[src/rtl/clk_divider_pkg.sv]
// ============================================================================
// Module   : clk_divider_pkg
// Desc     : Shared types, constants and ratio clamp for clk_divider_prog.
// Revision : 1.0 - initial release
// ============================================================================
`default_nettype none

package clk_divider_pkg;

    typedef enum logic [0:0] {
        IDLE = 1'b0,
        RUN  = 1'b1
    } state_t;

    localparam int MIN_DIV = 2;

    // A ratio of 1 cannot produce a toggling output, so it is promoted to 2.
    function automatic logic [31:0] eff_div(input logic [31:0] n);
        return (n == 32'd1) ? 32'(MIN_DIV) : n;
    endfunction

endpackage

`default_nettype wire

[src/rtl/clk_divider_prog.sv]
// ============================================================================
// Module   : clk_divider_prog
// Desc     : Runtime-programmable integer clock divider with per-period tick.
//            Optional macro CLKDIV_SYNC_IN_EN adds a sync_in period restart.
// Revision : 1.0 - initial release
// ============================================================================
`default_nettype none

module clk_divider_prog
    import clk_divider_pkg::*;
#(
    parameter int DIV_W   = 16,
    parameter int RST_DIV = 2
) (
    input  logic             in_clk,
    input  logic             rst,
    input  logic             en,
`ifdef CLKDIV_SYNC_IN_EN
    input  logic             sync_in,
`endif
    input  logic [DIV_W-1:0] div_ratio,
    output logic             out_clk,
    output logic             out_tick,
    output logic [DIV_W-1:0] cur_div,
    output logic             running
);

    state_t             r_state;
    logic [DIV_W-1:0]   r_cnt;
    logic [DIV_W-1:0]   r_cur_div;
    logic               r_out_clk;
    logic               r_out_tick;

    state_t             w_state_nxt;
    logic [DIV_W-1:0]   w_cnt_nxt;
    logic [DIV_W-1:0]   w_cur_div_nxt;
    logic               w_out_clk_nxt;
    logic               w_out_tick_nxt;
    logic               w_restart;
    logic               w_stop;
    logic               w_sync;
    logic               w_ratio_nz;
    logic               w_boundary;
    logic [DIV_W-1:0]   w_cnt_inc;
    logic [DIV_W-1:0]   w_high_len;
    logic [DIV_W-1:0]   w_eff;

`ifdef CLKDIV_SYNC_IN_EN
    assign w_sync = sync_in;
`else
    assign w_sync = 1'b0;
`endif

    assign w_ratio_nz = (div_ratio != '0);
    assign w_eff      = DIV_W'(eff_div(32'(div_ratio)));
    assign w_boundary = (r_cnt == (r_cur_div - DIV_W'(1)));
    assign w_cnt_inc  = r_cnt + DIV_W'(1);
    // ceil(cur_div/2) written so it cannot overflow at the top ratio
    assign w_high_len = r_cur_div - (r_cur_div >> 1);

    always_comb begin
        w_state_nxt    = r_state;
        w_cnt_nxt      = r_cnt;
        w_cur_div_nxt  = r_cur_div;
        w_out_clk_nxt  = 1'b0;
        w_out_tick_nxt = 1'b0;
        w_restart      = 1'b0;
        w_stop         = 1'b0;

        case (r_state)
            IDLE: begin
                if (en && w_ratio_nz) begin
                    w_restart = 1'b1;
                end else begin
                    w_cnt_nxt = '0;
                end
            end
            RUN: begin
                if (!en) begin
                    w_stop = 1'b1;
                end else if (w_sync || w_boundary) begin
                    w_restart = w_ratio_nz;
                    w_stop    = !w_ratio_nz;
                end else begin
                    w_cnt_nxt     = w_cnt_inc;
                    w_out_clk_nxt = (w_cnt_inc < w_high_len);
                end
            end
            default: w_stop = 1'b1;
        endcase

        if (w_restart) begin
            w_state_nxt    = RUN;
            w_cnt_nxt      = '0;
            w_cur_div_nxt  = w_eff;
            w_out_clk_nxt  = 1'b1;
            w_out_tick_nxt = 1'b1;
        end else if (w_stop) begin
            w_state_nxt = IDLE;
            w_cnt_nxt   = '0;
        end
    end

    always_ff @(posedge in_clk) begin
        if (rst) begin
            r_state    <= IDLE;
            r_cnt      <= '0;
            r_cur_div  <= DIV_W'(RST_DIV);
            r_out_clk  <= 1'b0;
            r_out_tick <= 1'b0;
        end else begin
            r_state    <= w_state_nxt;
            r_cnt      <= w_cnt_nxt;
            r_cur_div  <= w_cur_div_nxt;
            r_out_clk  <= w_out_clk_nxt;
            r_out_tick <= w_out_tick_nxt;
        end
    end

    assign out_clk  = r_out_clk;
    assign out_tick = r_out_tick;
    assign cur_div  = r_cur_div;
    assign running  = (r_state == RUN);

endmodule

`default_nettype wire

[config.mk]
export PLATFORM = sky130hd
export DESIGN_NAME = clk_divider_prog
export DESIGN_NICKNAME = d
export VERILOG_FILES = /design/src/rtl/clk_divider_pkg.sv /design/src/rtl/clk_divider_prog.sv
export SDC_FILE = /design/constraint.sdc
export NUM_CORES = 1
export LEC_CHECK = 0
export ABC_AREA = 0
export BUFFER_PORTS_ARGS = -buffer_cell sky130_fd_sc_hd__clkbuf_2
export CAP_MARGIN = 20
export CORE_MARGIN = 10
export CORE_UTILIZATION = 47
export DETAILED_ROUTE_END_ITERATION = 8
export GPL_TIMING_DRIVEN = 0
export MAX_ROUTING_LAYER = met4
export PLACE_DENSITY = 0.66
export SLEW_MARGIN = 5
export SYNTH_ARGS = -nofsm -noshare
export SYNTH_HDL_FRONTEND = slang
export SYNTH_SLANG_ARGS = --single-unit
[constraint.sdc]
create_clock -name in_clk -period 3.8 [get_ports in_clk]
set_clock_uncertainty 0.05 [all_clocks]
set_input_delay 0.38 -clock in_clk [delete_from_list [all_inputs] [get_ports in_clk]]
set_output_delay 0.38 -clock in_clk [all_outputs]
set_load 0.05 [all_outputs]
# Word level (Yosys, flattened, before mapping)
# Cells that the tools add are included.
# word_totals
ff_bits,35
input_bits,19
out_inout_bits,19
wordCells,40
# op_classes
add_sub_neg,3
magnitude_cmp,1
eq_ne,5
muxes,19
bitwise_logic,1
n_reduce_logical,6
# op_table
cell,n
16-bit 2-to-1 mux,4
16-bit one-hot mux with 2 select lines,1
16-bit by 1-bit adder with 16-bit output (second input constant),1
16-bit by 1-bit equality test with 1-bit output (second input constant),1
16-bit equality test,1
16-bit less-than comparator,1
16-bit nonzero test,1
16-bit by 1-bit subtractor with 16-bit output (second input constant),1
16-bit by 15-bit subtractor with 16-bit output,1
1-bit 2-to-1 mux,13
2-bit != test (second input constant),3
3-bit AND reduction,1
3-bit OR reduction,1
1-bit one-hot mux with 2 select lines,1
2-bit nonzero test,1
1-bit logical AND,1
1-bit logical NOT,1
1-bit inverter,1

# Depth between registers and ports, before layout
# Gate-level depths: netlist of run 1.
# depth
ltp_word,7
depth_mapped,17

# Least setup slack after synthesis of run 1
# No wires, ideal clock.
# synth_path
kind,register to register
from,register r_cur_div[1] (netlist: cur_div[1])
to,register r_out_clk (netlist: out_clk)
setup_time_ps,92
arrival_ps,3454
path_slack_ps,204
path_stages_with_launch,17
path_buffers,0
path_cell_list,dfxtp_1 -> ha_1 -> inv_1 -> fa_1 -> nand2b_1 -> a21oi_1 -> o21bai_1 -> a31oi_1 -> a221oi_1 -> nor2b_1 -> xnor2_1 -> ha_1 -> a21o_1 -> a21oi_1 -> o21a_1 -> a311oi_1 -> o32ai_1
# synth_between
elab_chain_len,6
# synth_lines
item,line,source
"start, declared",clk_divider_prog.sv:30,logic [DIV_W-1:0] r_cur_div;
"start signal, assigned",clk_divider_prog.sv:108,r_cur_div <= DIV_W'(RST_DIV);
"start signal, assigned",clk_divider_prog.sv:114,r_cur_div <= w_cur_div_nxt;
16-bit by 15-bit subtractor with 16-bit output / 16-bit by 1-bit subtractor with 16-bit output (equally long branches),"clk_divider_prog.sv:59, clk_divider_prog.sv:56",
16-bit less-than comparator / 16-bit equality test (equally long branches),"clk_divider_prog.sv:86, clk_divider_prog.sv:56",
1-bit 2-to-1 mux,clk_divider_prog.sv:81,end else if (w_sync || w_boundary) begin
1-bit 2-to-1 mux,clk_divider_prog.sv:79,if (!en) begin
1-bit 2-to-1 mux / 1-bit one-hot mux with 2 select lines (equally long branches),clk_divider_prog.sv:70,case (r_state)
1-bit 2-to-1 mux (*),clk_divider_prog.sv:92,if (w_restart) begin
"end signal, assigned",clk_divider_prog.sv:115,r_out_clk <= w_out_clk_nxt;
"end, declared",clk_divider_prog.sv:31,logic r_out_clk;
# Every way passes the cells marked *; elsewhere a longest branch is shown, timed or not.
# A chain may end at the register's enable or synchronous reset.

# Final worst setup path of run 1
# layout_path
from,register r_cur_div[2] (netlist: cur_div[2])
to,register r_out_clk (netlist: out_clk)
# The elaborated chain is that of the path after synthesis.

==> impl_metrics.env, run 1 <==
export IMPL_coreArea_um2=6830
export IMPL_htree_levels=2
export IMPL_cap_violations=0
export IMPL_switching_share_pct=37.9
export IMPL_setup_violations=0
export IMPL_fin_nets=513
export IMPL_multi_input_area_um2=2460
export IMPL_start_util_pct=48.8
export IMPL_synth_most_common_cell="ha_1"
export IMPL_portBuffers=37
export IMPL_netSwitchingPower_mw=0.420
export IMPL_ir_drop_uv=171
export IMPL_p_int_mw=0.687
export IMPL_critical_path_class="reg -> reg"
export IMPL_yosys_cell_types_count=63
export IMPL_grt_pass1_vias=2983
export IMPL_yosys_register_bits=35
export IMPL_setup_tns_ps=0
export IMPL_synth_nets=468
export IMPL_cts_sinks=35
export IMPL_vias=2992
export IMPL_drt_total_wl_um=8420
export IMPL_crit_fanout=5
export IMPL_ant_nets=0
export IMPL_p_comb_share_pct=41.3
export IMPL_synthFlopType="dfxtp_1"
export IMPL_row_count=30
export IMPL_grt_max_degree=11
export IMPL_seqCellArea_um2=704
export IMPL_clkPwrFrac_pct=22.6
export IMPL_wire_per_inst_um=15.6
export IMPL_synth_top_area_share_pct=21.0
export IMPL_clk_latency_ps=290
export IMPL_n_fill_cell=643
export IMPL_fin_area_um2=3750
export IMPL_antenna_found_initial=0
export IMPL_synth_seq_area_share_pct=21.0
export IMPL_hold_violations=0
export IMPL_dieArea_um2=10900
export IMPL_dpl_hpwl_um=6960
export IMPL_period_share_pct=97.7
export IMPL_drive_above_1_share_pct=14.4
export IMPL_synth_area_leaders="dfxtp_1, ha_1, xnor2_1"
export IMPL_die_h_um=104
export IMPL_drc_errors=0
export IMPL_die_w_um=104
export IMPL_viasPerCell=5.55
export IMPL_max_freq_ghz=0.269
export IMPL_syn_instance_count=399
export IMPL_drtIter0Drc=158
export IMPL_cts_tree="yes"
export IMPL_clk_pin_slew_ps=70
export IMPL_power_mw=1.11
export IMPL_pin_count=38
export IMPL_startpoint_type="register"
export IMPL_end_kind="register"
export IMPL_slew_headroom_pct=62.4
export IMPL_drt_pass1_iter_count=4
export IMPL_p_per_area_nw_per_um2=295
export IMPL_cts_hold_buffers=0
export IMPL_grt_usage_pct=15.7
export IMPL_syn_avg_cell_area_um2=8.35
export IMPL_netlist_area_um2=3330
export IMPL_place_area_um2=3640
export IMPL_worst_pin_slew_ps=561
export IMPL_fin_crit_ps=3710
export IMPL_status="complete, no violations"
export IMPL_yosys_area_top_type="dfxtp_1"
export IMPL_numCtsBuffers=5
export IMPL_n_antenna_cell=0
export IMPL_globalRouteOverflowTotal=0
export IMPL_seqPwrFrac_pct=36.1
export IMPL_arrival_ps=3800
export IMPL_syn2layout_area_growth_pct=12.5
export IMPL_required_ps=3890
export IMPL_timing_hold_ws_ps=311
export IMPL_synth_warnings=0
export IMPL_routabilityCongestion=0.863
export IMPL_async_flop_share_pct=0
export IMPL_leakagePower_nw=1.60
export IMPL_cts_buffer_depth=2
export IMPL_hold_class="in -> reg"
export IMPL_final_max_slew_viol_count=0
export IMPL_yosys_top_cells_count="ha_1, dfxtp_1, inv_1, o211ai_1, a21oi_1"
export IMPL_synth_edff_count=0
export IMPL_root_buffer="clkbuf_8"
export IMPL_grt_pass1_wl_um=13900
metrics by stage:
stage | instances | util, % | worst slack, ps
final | 539 | 54.9 | 87.9
after floorplan | 399 | - | 204
after CTS | 538 | 54.3 | 34.0
after global routing | 539 | 54.9 | -43.2
after detailed placement | 532 | 53.3 | 59.1
after global placement | 532 | 53.3 | 92.8
timing repair:
action                                  4_1_cts  5_1_grt
gates resized for setup                       0        7
endpoints found under the setup margin        0        1
setup buffers                                 0        1
area by class of cell:
cell class | instances | area share, %
clock buffers | 6 | 1.93
well taps | 96 | 3.20
multi-input cells | 317 | 65.7
inverters | 36 | 3.60
plain buffers | 11 | 1.67
flip-flops and latches | 35 | 18.8
repair buffers | 38 | 5.14
final timing paths:
path,startpoint,slack (ps),depth (start not counted),endpoint
setup / recovery,cur_div[2],90,13,out_clk
hold / removal,div_ratio[6],310,3,cur_div[6]
setup reg to reg,cur_div[2],90,13,out_clk
hold reg to reg,running,480,2,running
power by group through the flow:
stage / Sequential (mW) / Clock [mW] / Combinational [mW]
finish: 0.399 / 0.250 / 0.457
global route: 0.401 / 0.268 / 0.509
CTS: 0.398 / 0.256 / 0.443
detailed placement: 0.407 / 0 / 0.439
global placement: 0.406 / 0 / 0.433
floorplan: 0.443 / 0 / 0.303
registers in the layout, indices dropped and copies added, names as in the netlist:
| register | cells |
|---|---|
| running | 1 |
| out_tick | 1 |
| out_clk | 1 |
| cur_div | 16 |
| r_cnt | 16 |
critical path, stage by stage, from the launching register on:
cell      delay, ps
dfxtp_2         380
inv_1           120
ha_1            270
or2_1           260
a221oi_2        330
o221a_2         290
o41ai_2          90
o31a_1          320
o31a_1          300
o311ai_1        370
ha_1            190
nand4_1         120
a311oi_1        320
o32ai_2         150
cell usage in the layout (no fill, tap or decap), types with 5 or more instances in the layout:
cell      instances
nand2b_1          6
inv_1            35
a21oi_1          30
o211ai_1         31
clkbuf_1          6
xor2_1           18
xnor2_1          26
clkbuf_8          5
nor2b_1          19
ha_1             49
nor2_1           27
nor3_1            7
nand3_1          10
dfxtp_1          32
o21ai_0          11
nand4_1           7
nand2_1          11
clkbuf_2         37
cells by family after synthesis:
kind of cell | after synthesis | synth area share (%)
xor+xnor | 45 | 11.8
compound gates | 110 | 23.5
buf+inv | 47 | 5.93
fa+ha+maj | 50 | 19.0
flops | 35 | 21.0
mux | 3 | 0.901
simple gates | 109 | 17.9
routing by layer:
metal | vias to the layer above | track usage [%] | part of all wire (%)
met5 | - | - | 0
met2 | 64 | 25.9 | 47
met4 | 0 | 4.77 | 1.8
met3 | 12 | 2.60 | 3.3
li1 | 1533 | - | -
met1 | 1383 | 19.1 | 48
Power figures use the tool's default switching activity.
==> run 2, diff against run 1 <==
- PLACE_DENSITY: 0.66 -> default
- PLACE_DENSITY_LB_ADDON: default -> 0.08
==> run 2 against run 1 <==
Net effect: global-route usage grew 0.18 points; worst hold slack lost 1.4 ps; fmax grew 5.1%; routed wire length grew 1.0%; total power grew 0.23%; sequential power is essentially flat; non-clock buffer count grew 1; sequential share of layout area grew 0.11 points; clock power is essentially flat; critical path type unchanged; largest power group unchanged.
==> impl_metrics.env, run 2 (synthesized netlist as in run 1, its figures left out) <==
export IMPL_numCtsBuffers=5
export IMPL_cts_buffer_depth=2
export IMPL_n_antenna_cell=0
export IMPL_start_util_pct=48.8
export IMPL_path_cells="inv_1, ha_1, or2_1, a221oi_2, o221a_2, o41ai_2, o31a_1, o311ai_0, o311ai_1, ha_1, nand4_1, a311oi_1, o32ai_2"
export IMPL_setup_violations=0
export IMPL_root_buffer="clkbuf_8"
export IMPL_arrival_ps=3620
export IMPL_dpl_hpwl_um=7020
export IMPL_die_w_um=104
export IMPL_final_max_slew_viol_count=0
export IMPL_antenna_found_initial=0
export IMPL_die_h_um=104
export IMPL_routabilityCongestion=0.854
export IMPL_final_common_cell="ha_1"
export IMPL_fin_area_um2=3760
export IMPL_n_fill_cell=672
export IMPL_cts_tree="yes"
export IMPL_critical_path_class="reg -> reg"
export IMPL_slowest_delay_ps=380
export IMPL_clk_latency_ps=290
export IMPL_status="complete, no violations"
export IMPL_hold_class="in -> reg"
export IMPL_row_count=30
export IMPL_coreArea_um2=6830
export IMPL_clk_pin_slew_ps=70
export IMPL_hold_violations=0
export IMPL_htree_levels=2
export IMPL_vias=2973
export IMPL_drc_errors=0
export IMPL_crit_fanout=6
export IMPL_viasPerCell=5.51
export IMPL_cap_violations=0
export IMPL_rsz0062_at_grt="no"
export IMPL_end_kind="register"
export IMPL_max_freq_ghz=0.283
export IMPL_period_share_pct=93.0
export IMPL_portBuffers=37
export IMPL_timing_hold_ws_ps=309
export IMPL_wire_per_inst_um=15.8
export IMPL_dieArea_um2=10900
export IMPL_globalRouteOverflowTotal=0
export IMPL_drive_above_1_share_pct=14.6
export IMPL_critical_path_most_common_cell="ha_1"
export IMPL_syn2layout_area_growth_pct=12.7
export IMPL_ir_drop_uv=160
export IMPL_cp_slowest_cell="dfxtp_4"
export IMPL_drtIter0Drc=116
export IMPL_slew_headroom_pct=60.4
export IMPL_cts_sinks=35
export IMPL_p_per_area_nw_per_um2=295
export IMPL_setup_tns_ps=0
export IMPL_fin_crit_ps=3530
export IMPL_grt_pass1_wl_um=14100
export IMPL_most_common_layout_cells="ha_1, clkbuf_2, inv_1"
export IMPL_worst_pin_slew_ps=590
export IMPL_grt_usage_pct=15.9
export IMPL_grt_max_degree=11
export IMPL_drt_pass1_iter_count=4
export IMPL_required_ps=3890
export IMPL_place_area_um2=3640
export IMPL_fin_nets=514
export IMPL_fin_util_pct=55.0
export IMPL_leakagePower_nw=1.60
export IMPL_grt_pass1_vias=2999
export IMPL_ant_nets=0
export IMPL_drt_total_wl_um=8510
export IMPL_startpoint_type="register"
export IMPL_pin_count=38
run 2: per-layer routing:
metal | GRT usage [%] | up-vias | wire length (um) | share of wire, %
met1 | 19.9 | 1378 | 4280 | 50
met5 | - | - | 0 | 0
li1 | - | 1534 | - | -
met2 | 25.8 | 55 | 3940 | 46
met4 | 4.17 | 0 | 75 | 0.88
met3 | 2.60 | 6 | 208 | 2.4
run 2: report_power, final:
| part | leakage (nW) | internal (mW) | switching [mW] |
|---|---|---|---|
| registers | 0.286 | 0.379 | 0.0190 |
| logic | 1.27 | 0.187 | 0.272 |
| clock network | 0.0371 | 0.122 | 0.130 |
| total | 1.60 | 0.688 | 0.421 |
run 2: metrics by stage:
stage,instances,total power [mW],worst slack (ps)
finish,540,1.11,267
global route,540,1.18,7.22
CTS,538,1.10,0.110
detailed placement,532,0.846,24.2
global placement,532,0.840,109
floorplan,399,0.746,204
run 2: worst paths after layout:
check | slack, ps | end | start | cells after the start
max | 270 | out_clk | cur_div[1] | 13
min | 310 | cur_div[15] | div_ratio[15] | 3
max reg2reg | 270 | out_clk | cur_div[1] | 13
min reg2reg | 500 | cur_div[2] | cur_div[2] | 2
run 2: final cells by class:
| class | instances | area [um2] | area share [%] |
|---|---|---|---|
| timing repair buffer | 39 | 200 | 5.33 |
| inverter | 36 | 135 | 3.60 |
| buffer | 11 | 62.6 | 1.67 |
| sequential | 35 | 709 | 18.9 |
| multi-input combinational | 317 | 2460 | 65.4 |
| clock buffer | 6 | 72.6 | 1.93 |
| tap | 96 | 120 | 3.20 |
run 2: what timing repair did:
action,in CTS,in global routing
hold buffers,0,0
resized for setup,0,10
setup buffers,0,2
setup endpoints to repair,0,1
run 2: critical path, delay by kind of cell, from the launching register on:
kind	cells	cell delay, ps
compound gates	8	1900
fa+ha+maj	2	590
buf+inv	1	70
flops	1	380
simple gates	2	370
